## config.mk

```make
export PLATFORM = sky130hd
export DESIGN_NAME = io_bus_master
export DESIGN_NICKNAME = d
export VERILOG_FILES = /design/src/rtl/io_bus_pkg.sv /design/src/rtl/io_int_handshake.sv /design/src/rtl/io_bus_master.sv
export SDC_FILE = /design/constraint.sdc
export NUM_CORES = 1
export LEC_CHECK = 0
export ABC_AREA = 1
export ABC_CLOCK_PERIOD_IN_PS = 1400
export BUFFER_PORTS_ARGS = -buffer_cell sky130_fd_sc_hd__buf_2
export CAP_MARGIN = 20
export CORE_MARGIN = 2
export CORE_UTILIZATION = 35
export CTS_CLUSTER_SIZE = 28
export DETAILED_ROUTE_END_ITERATION = 16
export PLACE_DENSITY = 0.67
export SLEW_MARGIN = 20
export SYNTH_ARGS = -nofsm -noshare
export SYNTH_HDL_FRONTEND = slang
export SYNTH_SLANG_ARGS = --single-unit
```

## constraint.sdc

```tcl
create_clock -name clock -period 1.4 [get_ports clock]
set_input_delay 0.21 -clock clock [delete_from_list [all_inputs] [get_ports clock]]
set_output_delay 0.21 -clock clock [all_outputs]
set_load 0.005 [all_outputs]
```

## src/rtl/io_bus_pkg.sv

```systemverilog
// Shared types and defaults for the I/O bus initiator (io_bus_master).
package io_bus_pkg;

    localparam int unsigned ADDR_W_DEF = 12;
    localparam int unsigned DATA_W_DEF = 32;

    typedef enum logic [2:0] {
        IDLE,
        SETUP,
        WRITE,
        READ,
        DONE
    } bus_state_e;

    typedef enum logic [1:0] {
        I_IDLE,
        I_ACK,
        I_WAIT
    } int_state_e;

    // Counter width able to hold values 0..n-1 (at least one bit).
    function automatic int unsigned cnt_w(input int unsigned n);
        return (n > 1) ? $clog2(n) : 1;
    endfunction

endpackage

```

## src/rtl/io_int_handshake.sv

```systemverilog
// Interrupt acknowledge handshake between the CPU and the I/O responder.
// Define IO_INT_SYNC_EN to pass intr through a 2-flop synchronizer first.
module io_int_handshake
    import io_bus_pkg::*;
#(
    parameter int unsigned ACK_LEN = 2
) (
    input  logic clk_i,
    input  logic rst_ni,
    input  logic intr_i,
    input  logic ack_i,
    output logic pending_o,
    output logic int_ack_o
);

    localparam int unsigned CW = cnt_w(ACK_LEN);

    logic intr_s;

`ifdef IO_INT_SYNC_EN
    logic [1:0] sync_q;

    always_ff @(posedge clk_i or negedge rst_ni) begin
        if (!rst_ni) sync_q <= '0;
        else         sync_q <= {sync_q[0], intr_i};
    end

    assign intr_s = sync_q[1];
`else
    assign intr_s = intr_i;
`endif

    int_state_e    state_q, state_d;
    logic [CW-1:0] cnt_q, cnt_d;
    logic          int_ack_q, int_ack_d;

    always_ff @(posedge clk_i or negedge rst_ni) begin
        if (!rst_ni) begin
            state_q   <= I_IDLE;
            cnt_q     <= '0;
            int_ack_q <= 1'b0;
        end else begin
            state_q   <= state_d;
            cnt_q     <= cnt_d;
            int_ack_q <= int_ack_d;
        end
    end

    // I_WAIT holds off re-triggering until the interrupt line is seen low.
    always_comb begin
        state_d = state_q;
        cnt_d   = cnt_q;
        unique case (state_q)
            I_IDLE: begin
                if (intr_s && ack_i) begin
                    state_d = I_ACK;
                    cnt_d   = CW'(ACK_LEN - 1);
                end
            end
            I_ACK: begin
                if (cnt_q == '0) state_d = I_WAIT;
                else             cnt_d   = cnt_q - CW'(1);
            end
            I_WAIT: begin
                if (!intr_s) state_d = I_IDLE;
            end
            default: state_d = I_IDLE;
        endcase
        int_ack_d = (state_d == I_ACK);
    end

    assign pending_o = (state_q == I_IDLE) && intr_s;
    assign int_ack_o = int_ack_q;

endmodule

```

## src/rtl/io_bus_master.sv

```systemverilog
// CPU-side initiator for the memory-mapped I/O bus plus interrupt acknowledge.
// Optional IO_INT_SYNC_EN synchronizes intr inside io_int_handshake.
module io_bus_master
    import io_bus_pkg::*;
#(
    parameter int unsigned ADDR_W  = ADDR_W_DEF,
    parameter int unsigned DATA_W  = DATA_W_DEF,
    parameter int unsigned RD_WAIT = 1,
    parameter int unsigned ACK_LEN = 2
) (
    input  logic              clock,
    input  logic              reset,
    input  logic              cpu_req,
    input  logic              cpu_we,
    input  logic [ADDR_W-1:0] cpu_addr,
    input  logic [DATA_W-1:0] cpu_wdata,
    output logic [DATA_W-1:0] cpu_rdata,
    output logic              cpu_busy,
    output logic              cpu_done,
    output logic              int_pending,
    input  logic              cpu_int_ack,
    output logic              io_cs,
    output logic              io_rd,
    output logic              io_wr,
    output logic [ADDR_W-1:0] io_addr,
    output logic [DATA_W-1:0] io_wdata,
    input  logic [DATA_W-1:0] io_rdata,
    input  logic              intr,
    output logic              int_ack
);

    localparam int unsigned CW = cnt_w(RD_WAIT);

    bus_state_e    state_q, state_d;
    logic          we_q, we_d;
    logic [ADDR_W-1:0] addr_q, addr_d;
    logic [DATA_W-1:0] wdata_q, wdata_d;
    logic [CW-1:0] cnt_q, cnt_d;
    logic [DATA_W-1:0] rdata_q, rdata_d;
    logic          busy_q, busy_d, done_q, done_d;
    logic          cs_q, cs_d, rd_q, rd_d, wr_q, wr_d;
    logic [ADDR_W-1:0] io_addr_q, io_addr_d;
    logic [DATA_W-1:0] io_wdata_q, io_wdata_d;

    always_ff @(posedge clock or negedge reset) begin
        if (!reset) begin
            state_q    <= IDLE;
            we_q       <= 1'b0;
            addr_q     <= '0;
            wdata_q    <= '0;
            cnt_q      <= '0;
            rdata_q    <= '0;
            busy_q     <= 1'b0;
            done_q     <= 1'b0;
            cs_q       <= 1'b0;
            rd_q       <= 1'b0;
            wr_q       <= 1'b0;
            io_addr_q  <= '0;
            io_wdata_q <= '0;
        end else begin
            state_q    <= state_d;
            we_q       <= we_d;
            addr_q     <= addr_d;
            wdata_q    <= wdata_d;
            cnt_q      <= cnt_d;
            rdata_q    <= rdata_d;
            busy_q     <= busy_d;
            done_q     <= done_d;
            cs_q       <= cs_d;
            rd_q       <= rd_d;
            wr_q       <= wr_d;
            io_addr_q  <= io_addr_d;
            io_wdata_q <= io_wdata_d;
        end
    end

    // Outputs are decoded from the next state so they register alongside it.
    always_comb begin
        state_d = state_q;
        we_d    = we_q;
        addr_d  = addr_q;
        wdata_d = wdata_q;
        cnt_d   = cnt_q;
        rdata_d = rdata_q;
        unique case (state_q)
            IDLE: begin
                if (cpu_req) begin
                    state_d = SETUP;
                    we_d    = cpu_we;
                    addr_d  = cpu_addr;
                    wdata_d = cpu_wdata;
                end
            end
            SETUP: begin
                state_d = we_q ? WRITE : READ;
                cnt_d   = CW'(RD_WAIT - 1);
            end
            WRITE: state_d = DONE;
            READ: begin
                if (cnt_q == '0) begin
                    state_d = DONE;
                    rdata_d = io_rdata;
                end else begin
                    cnt_d = cnt_q - CW'(1);
                end
            end
            DONE:    state_d = IDLE;
            default: state_d = IDLE;
        endcase
        busy_d     = (state_d != IDLE);
        done_d     = (state_d == DONE);
        cs_d       = (state_d == SETUP) || (state_d == WRITE) || (state_d == READ);
        rd_d       = (state_d == READ);
        wr_d       = (state_d == WRITE);
        io_addr_d  = cs_d ? addr_d  : '0;
        io_wdata_d = cs_d ? wdata_d : '0;
    end

    assign cpu_rdata = rdata_q;
    assign cpu_busy  = busy_q;
    assign cpu_done  = done_q;
    assign io_cs     = cs_q;
    assign io_rd     = rd_q;
    assign io_wr     = wr_q;
    assign io_addr   = io_addr_q;
    assign io_wdata  = io_wdata_q;

    io_int_handshake #(
        .ACK_LEN (ACK_LEN)
    ) u_int (
        .clk_i     (clock),
        .rst_ni    (reset),
        .intr_i    (intr),
        .ack_i     (cpu_int_ack),
        .pending_o (int_pending),
        .int_ack_o (int_ack)
    );

endmodule

```

==> impl_metrics.ini, run 1 <==
[status]
status = completed

[timing]
relSlewSlack_pct = 78.19
setup_viol = 0
timing.hold.ws_ns = 0.03559
clock.fmax_ghz = 0.7581
final-max-slew-violation-count = 0
finClkSkew_ns = 0.006461
rsz0062_at_grt = true
timing.final.crit_share_pct = 94.22
finalHoldViolCount = 0
worstMarginPinSlew_ns = 0.3271
period_needed_ns = 1.319
setup-tns-final_ns = 0

[clocking]
h-tree-depth = 4
cts-buffers-inserted = 17
cts_tree = done
clock_latency_ns = 0.41
clkTransAtPathRegs_ns = 0.05
clockRootBuffer = clkbuf_16
cts_buffer_depth = 2
clock-sinks = 132

[yosys]
yosysUniqueCellTypes = 17
synth_area_um2 = 5299
yosys.area.top_type_share_pct = 62.34
syn_avg_cell_area_um2 = 8.861
ys_warn_count = 0
yosysTopAreaCell = dfrtp_1
synth_top_cells_by_area = dfrtp_1 (62%), nand2_1 (11%), inv_1 (9.7%)
synth_seq_cells = 132
syn-instance-count = 598
yosysSeqAreaShare_pct = 62.34
synth_nets = 680

[critical_path]
r2r_end = wdata_q[30]
crit_type = reg -> reg
r2r.worst_path.cells = 6
cp.required_ns = 1.69
timing.rr.start = cpu_done
r2r_slack_ns = 0.08
worstPathMaxFanout = 30
slowest_delay_ns = 0.44
worstPathCellList = nor2_4, buf_4, buf_12, nand4_1, nand2_1, inv_1
critPathCaptureType = flip-flop
slowest_stage = dfrtp_2
startpoint_type = flip-flop
path_buf_inv = 3
arrival_ns = 1.61
crit_family = flip-flops

[floorplan]
rows = 44
ios = 165
fp.dieH_um = 127.0
coreArea_um2 = 14640
die_area_um2 = 16140
initial_core_util_pct = 36.18
die_x_um = 127.0

[min_path]
min_path_type = in -> reg
hold_start = io_rdata[22]
holdPathEnd = cpu_rdata[22]
holdPathStages = 3

[layout]
antennaDiodeCount = 0
layout.nets = 851
drive_gt1_share_pct = 28.43
fill_cells = 1439
register_area_um2 = 3304
multiInputGateArea_um2 = 1301
syn_to_final_growth_pct = 32.56
fin_cells = 965

[global_route]
grt_pass1_wl_mm = 20.25
grt_start_max_net_pins = 48
grt_overflow = 0
gr-usage-all-layers_pct = 16.00
first_global_vias = 4086
antenna_found_initial = 1

[drt]
drcViolationCount = 0
avgViaCountPerCell = 4.412
via_count = 4258
wl_per_cell_um = 13.08
first_iter_violations = 191
dr.pass1.iters = 4
wirelength_mm = 12.63
ant_nets = 0

[place]
placed_cells = 930
port_buffers = 164
dp_hpwl_mm = 8.280
gp_congestion = 0.7609

[pwr]
p_leak_nw = 4.208
power_mw = 16.00
peakVddDrop_uv = 889.0
power_density_nw_per_um2 = 2277

[job]
maxCapViolCount = 0
cell usage after synthesis:
library cell / instances
buf_4: 3
buf_6: 5
nor2_2: 2
dfrtp_1: 132
nand4_1: 44
inv_4: 1
nand3_2: 1
nand2_1: 159
nand3_1: 33
o21ai_0: 6
buf_2: 14
inv_2: 1
inv_1: 137
nor2_1: 47
o21ai_2: 1
or2_2: 1
clkbuf_1: 11
area by class of cell:
cell class / instances / area share [%]
flip-flops and latches: 132 / 47.04
multi-input cells: 294 / 18.53
repair buffers: 185 / 15.91
inverters: 139 / 7.499
clock buffers: 21 / 6.555
well taps: 184 / 3.278
clock inverters: 10 / 1.193
cells by family after synthesis:
family	count (synthesis)	synth area share, %
AND/OR/NAND/NOR	287	23.45
AO/OA/AOI/OAI	7	0.7320
flip-flops	132	62.34
buffers and inverters	172	13.48
how the worst max path moves through the flow:
| stage | from | to | cells past startpoint |
|---|---|---|---|
| after global routing | state_q[0] | io_addr[11] | 6 |
| after CTS | u_int.state_q[0] | int_pending | 4 |
| after floorplan | cpu_done | io_addr[2] | 6 |
| final | cpu_done | wdata_q[30] | 6 |
| after detailed placement | cpu_done | cpu_rdata[16] | 5 |
| after global placement | cpu_done | cpu_rdata[26] | 5 |
power by group:
group | internal [mW] | switching (mW)
Combinational | 2.31 | 3.42
Clock | 2.50 | 1.56
Sequential | 5.58 | 0.624
tightest hold or removal path, stage by stage:
cell and delay, ns:
buf_2 0.07, nand3_1 0.06, nand2_1 0.06
cells in the final DEF, fill, tap and decap left out, types with 6 or more instances in the layout:
cell type,count
inv_1,137
clkinv_2,6
o21ai_0,6
nand4_1,44
nand3_1,33
buf_12,9
buf_4,10
buf_2,163
dfrtp_1,131
nor2_1,46
clkbuf_16,18
nand2_1,159
sequential cells by signal (all words and copies together) (netlist names), 2 cells and up:
name,count
io_wdata,32
wdata_q,32
io_addr,12
addr_q,12
cpu_rdata,32
state_q,2
u_int.state_q,2
stage by stage:
stage / cell area (um^2) / setup slack, ns / util, %
after floorplan: 5299 / 0.2044 / -
after global placement: 6419 / 0.1236 / 43.83
after detailed placement: 6419 / 0.08413 / 43.83
after CTS: 6973 / 0.03887 / 47.62
after global routing: 7024 / -0.002370 / 47.97
final: 7024 / 0.08085 / 47.97
timing repair:
action / 4_1_cts / 5_1_grt
setup buffers: 0 / 2
hold endpoints to repair: 29 / 0
gates resized for setup: 0 / 4
setup endpoints to repair: 0 / 28
hold buffers: 1 / 0
routing by layer:
layer	track usage, %	up-vias	wire, um
met2	25.02	142	5805
met3	4.564	14	865
met1	21.41	1974	5777
li1	-	2126	-
met4	5.818	2	165
met5	0	-	11
No activity file was read; power rests on OpenSTA's default activity.
==> inputs of run 2 (changes only) <==
Settings changed: ABC_CLOCK_PERIOD_IN_PS 1400 to 1150, CTS_BUF_LIST set to sky130_fd_sc_hd__clkbuf_8, PLACE_DENSITY 0.67 to 0.69.
Clock period 1.4 ns to 1.15 ns, I/O delays scaled along.
==> run 2 against run 1 <==
Compared with the run above: the flow now finishes with violations (negative setup slack); non-clock buffer count is 92 higher; critical path depth grew 2; cell count is 9.7% higher; utilization rose by 13 points; highest routed layer unchanged; critical path type unchanged; clock skew up 0.0073 ns; worst setup slack lost 0.32 ns; via count rose by 17%; global-route usage up 3.0 points.
==> impl_metrics.ini, run 2 (same netlist as run 1, synthesis figures left out) <==
[floorplan]
initial_core_util_pct = 36.18
rows = 44
die_x_um = 127.0
die_area_um2 = 16140
ios = 165
fp.dieH_um = 127.0
coreArea_um2 = 14640

[global_route]
gr-usage-all-layers_pct = 19.02
grt_start_max_net_pins = 37
grt_pass1_wl_mm = 23.77
grt_overflow = 0
antenna_found_initial = 3
first_global_vias = 4807

[clocking]
clkTransAtPathRegs_ns = 0.08
cts_buffer_depth = 2
h-tree-depth = 4
clock-sinks = 132
clockRootBuffer = clkbuf_8
cts_tree = done
clock_latency_ns = 0.44
cts-buffers-inserted = 17

[timing]
timing.hold.ws_ns = 0.04114
clock.fmax_ghz = 0.7182
rsz0062_at_grt = true
period_needed_ns = 1.392
timing.final.crit_share_pct = 121.1
finClkSkew_ns = 0.01377
final-max-slew-violation-count = 0
finalHoldViolCount = 0
setup_viol = 142
setup_ws_ns = -0.2424
worstMarginPinSlew_ns = 0.4931
relSlewSlack_pct = 67.01

[layout]
layout.nets = 943
final_common_cell = buf_2
drive_gt1_share_pct = 54.23
fin_cells = 1059
syn_to_final_growth_pct = 67.65
final_cell_mix = buf_2 (162), dfrtp_1 (130), inv_1 (123)

[drt]
dr.pass1.iters = 4
ant_nets = 0
via_count = 4984
wirelength_mm = 17.07
wl_per_cell_um = 16.12
first_iter_violations = 282
drcViolationCount = 0
avgViaCountPerCell = 4.706

[pwr]
power_density_nw_per_um2 = 2766
peakVddDrop_uv = 1166
p_leak_nw = 4.902
power_mw = 24.57

[critical_path]
crit_start = state_q[1]
critPathCaptureType = flip-flop
crit_type = reg -> reg
cp.required_ns = 1.52
arrival_ns = 1.76
timing.rr.start = state_q[1]
r2r_end = io_wdata[28]
r2r_slack_ns = -0.24
worstSetupEndpoint = io_wdata[28]
startpoint_type = flip-flop
worstPathMaxFanout = 8
r2r.worst_path.cells = 8

[place]
port_buffers = 164
pre_cts_slack_ns = -0.1282
gp_congestion = 0.7760
placed_cells = 938
dp_hpwl_mm = 8.585

[min_path]
hold_start = cpu_addr[6]
min_path_type = in -> reg
holdPathStages = 5

[status]
status = complete, but fails checks
violations = negative setup slack

[job]
maxCapViolCount = 0
run 2: final cells by class:
| class | count | area (um^2) |
|---|---|---|
| multi-input cells | 294 | 2123 |
| flip-flops and latches | 132 | 3306 |
| fillers | 1172 | 5761 |
| repair buffers | 277 | 2293 |
| inverters | 139 | 529.3 |
| diodes | 1 | 2.502 |
| clock inverters | 11 | 110.1 |
| clock buffers | 21 | 289.0 |
| well taps | 184 | 230.2 |
run 2: worst min path at each step:
| stage | endpoint | slack (ns) |
|---|---|---|
| finish | addr_q[6] | 0.04 |
| global route | wdata_q[28] | 0.04 |
| CTS | wdata_q[31] | 0.001 |
| detailed placement | io_wdata[11] | 0.07 |
| global placement | io_wdata[11] | 0.07 |
| floorplan | addr_q[0] | -0.12 |
run 2: stage by stage:
step | utilization, % | area (um^2) | TNS, ns
after floorplan | - | 5304 | -2.220
after global placement | 44.43 | 6506 | -8.149
after detailed placement | 44.43 | 6506 | -8.990
after CTS | 53.86 | 7888 | -20.09
after global routing | 60.65 | 8881 | -31.45
final | 60.66 | 8884 | -22.46
run 2: power breakdown:
part / internal, mW / switching (mW)
combinational: 6.18 / 6.68
sequential: 6.79 / 1.01
clock: 2.12 / 1.78
run 2: worst max-delay path: stages (launching register included):
cell       delay [ns]
dfrtp_1          0.42
nor2_4           0.16
buf_6            0.12
nand3_4          0.08
buf_12           0.17
clkbuf_16        0.17
nand2_4          0.06
nand2_2          0.05
nor2_1           0.10
run 2: repair_timing:
action / 4_1_cts / 5_1_grt
resized for setup: 68 / 245
setup endpoints to repair: 154 / 183
hold buffers: 36 / 0
hold endpoints to repair: 169 / 0
setup buffers: 20 / 22
pin swaps: 29 / 60
cloned: 10 / 7
run 2: metal layers:
| layer | vias up | wire length (um) | GRT usage (%) |
|---|---|---|---|
| li1 | 2313 | - | - |
| met1 | 2419 | 6868 | 23.23 |
| met2 | 210 | 8536 | 31.75 |
| met3 | 38 | 1309 | 5.779 |
| met4 | 4 | 327 | 7.434 |
| met5 | - | 25 | 0 |
==> inputs of run 3 (changes only) <==
Settings changed: ABC_AREA 1 to 0, CORE_UTILIZATION 35 to 40, PLACE_DENSITY 0.69 to 0.76.
==> run 3 against run 2 <==
Compared with the run above: critical path depth fell by 4; largest cell class unchanged; maximum frequency shrank 11%; count of clock-buffer cells in the layout fell by 4; global-route usage rose by 2.4 points; the run still ends with negative setup slack left; highest routed layer is now met4.
==> impl_metrics.ini, run 3 <==
[status]
status = complete, but fails checks
violations = negative setup slack

[layout]
layout.nets = 763
antennaDiodeCount = 0
design_area_um2 = 8578
final_common_cell = buf_2
fin_util_pct = 65.04
final_cell_mix = buf_2 (162), dfrtp_1 (131), dlygate4sd3_1 (79)
drive_gt1_share_pct = 55.33
syn_to_final_growth_pct = 59.81
fin_cells = 870

[pwr]
p_sw_mw = 7.417
power_density_nw_per_um2 = 2720
pwr-share-seq_pct = 34.8
peakVddDrop_uv = 1211
clock_power_share_pct = 19.2
p_leak_nw = 4.050
swShare_pct = 31.78
p_int_mw = 15.92
combPwrFrac_pct = 46.0

[critical_path]
cp.required_ns = 1.48
slowest_stage = dfrtp_1
slowest_delay_ns = 0.42
critPathCaptureType = flip-flop
startpoint_type = flip-flop
worstPathCellList = nor4b_4, buf_6, clkbuf_16, mux2_4
worstPathMaxFanout = 7
crit_type = reg -> reg
arrival_ns = 1.89

[yosys]
synth_top_cells_by_area = dfrtp_1 (62%), mux2_4 (11%), mux2_2 (7.8%)
yosysSeqAreaShare_pct = 61.54
synth_edf_count = 0
synthTopCellsByCount = dfrtp_1 (132), nand3b_1 (47), a21oi_1 (46), nand2_1 (45), mux2_4 (40)
syn_avg_cell_area_um2 = 13.73
syn-instance-count = 391
yosysMostFrequentCell = dfrtp_1
synth_area_um2 = 5368
synth_seq_cells = 132
yosys.area.top_type_share_pct = 61.54
synthFlopType = dfrtp_1
yosysUniqueCellTypes = 23
yosysTopAreaCell = dfrtp_1
synth_nets = 473
ys_warn_count = 0
ys_async_sr_fraction_pct = 100.0

[timing]
setup-tns-final_ns = -41.11
setup_viol = 129
clock.fmax_ghz = 0.6414
final-max-slew-violation-count = 0
timing.final.crit_share_pct = 135.6
rsz0062_at_grt = true
finClkSkew_ns = 0.008982
setup_ws_ns = -0.4092
finalHoldViolCount = 0
period_needed_ns = 1.559
relSlewSlack_pct = 63.69
worstMarginPinSlew_ns = 0.5447

[clocking]
cts_tree = done
cts_buffer_depth = 2
clkTransAtPathRegs_ns = 0.08
cts-buffers-inserted = 17
clock_latency_ns = 0.44
clock-sinks = 132
clockRootBuffer = clkbuf_8
h-tree-depth = 4

[place]
pre_cts_slack_ns = -0.3945
postPlaceCellArea_um2 = 6501
placed_cells = 725
dp_hpwl_mm = 7.947
port_buffers = 164
gp_congestion = 0.7837

[global_route]
first_global_vias = 4515
gr-usage-all-layers_pct = 21.39
grt_start_max_net_pins = 49
antenna_found_initial = 0
grt_overflow = 0
grt_pass1_wl_mm = 23.15

[job]
maxCapViolCount = 0

[floorplan]
initial_core_util_pct = 40.69
coreArea_um2 = 13190
ios = 165
die_x_um = 119.8
die_area_um2 = 14360
fp.dieH_um = 119.8
rows = 42

[drt]
wirelength_mm = 15.30
avgViaCountPerCell = 4.869
via_count = 4236
dr.pass1.iters = 4
wl_per_cell_um = 17.59
first_iter_violations = 303
ant_nets = 0
drcViolationCount = 0

[min_path]
min_path_type = in -> reg
-- run 3: final timing paths --
check | startpoint | to | slack [ns] | cells past startpoint
max | state_q[1] | wdata_q[15] | -0.41 | 4
min | intr | u_int.state_q[1] | 0.06 | 3
max reg2reg | state_q[1] | wdata_q[15] | -0.41 | 4
min reg2reg | cpu_rdata[7] | cpu_rdata[7] | 0.51 | 1
max in group asynchronous | reset | io_wdata[10] | 0.43 | 3
min in group asynchronous | reset | io_wdata[25] | 0.19 | 2
-- run 3: metrics by stage --
stage / hold slack (ns) / total power [mW]
after detailed placement: 0.08214 / 15.37
after global placement: 0.07811 / 15.05
after global routing: 0.04231 / 24.60
after floorplan: -0.1231 / 12.86
after CTS: 0.004774 / 23.02
final: 0.05921 / 23.34
-- run 3: power by group through the flow --
stage | Sequential (mW) | Combinational, mW | Clock, mW
6_report | 8.12 | 10.7 | 4.49
4_1_cts | 8.01 | 10.4 | 4.60
3_3_place_gp | 7.99 | 7.06 | 0
5_1_grt | 8.34 | 11.4 | 4.86
3_5_place_dp | 8.05 | 7.32 | 0
2_1_floorplan | 8.10 | 4.76 | 0
-- run 3: kinds of logic after synthesis --
logic type | share of synthesized area [%]
and+or+nand+nor | 11.33
AOI/OAI and AO/OA | 4.662
muxes | 18.95
buffers and inverters | 3.520
DFF | 61.54
-- run 3: area by class of cell --
class	count	area [um^2]
clock buffers	17	234.0
clock inverters	15	225.2
fillers	940	4612
multi-input cells	231	2158
flip-flops and latches	132	3304
well taps	176	220.2
repair buffers	299	2436
-- run 3: per-layer routing --
| metal | up-vias | track usage [%] | wire length [um] |
|---|---|---|---|
| li1 | 1932 | - | - |
| met1 | 2129 | 26.09 | 6362 |
| met2 | 150 | 36.29 | 7773 |
| met4 | 0 | 8.676 | 304 |
| met5 | - | 0 | 0 |
| met3 | 25 | 5.466 | 863 |
-- run 3: critical path: cells and delay by family (launching register included) --
kind                   cells  cell delay (ns)
DFF                        1             0.42
buffers and inverters      2             0.37
and+or+nand+nor            1             0.36
muxes                      1             0.30
-- run 3: what timing repair did --
| action | in CTS | in global routing |
|---|---|---|
| endpoints found under the hold margin | 248 | 0 |
| pin swaps | 4 | 6 |
| setup buffers | 17 | 13 |
| hold buffers | 79 | 0 |
| gates resized for setup | 71 | 30 |
| setup endpoints to repair | 154 | 202 |
| gates cloned | 10 | 2 |
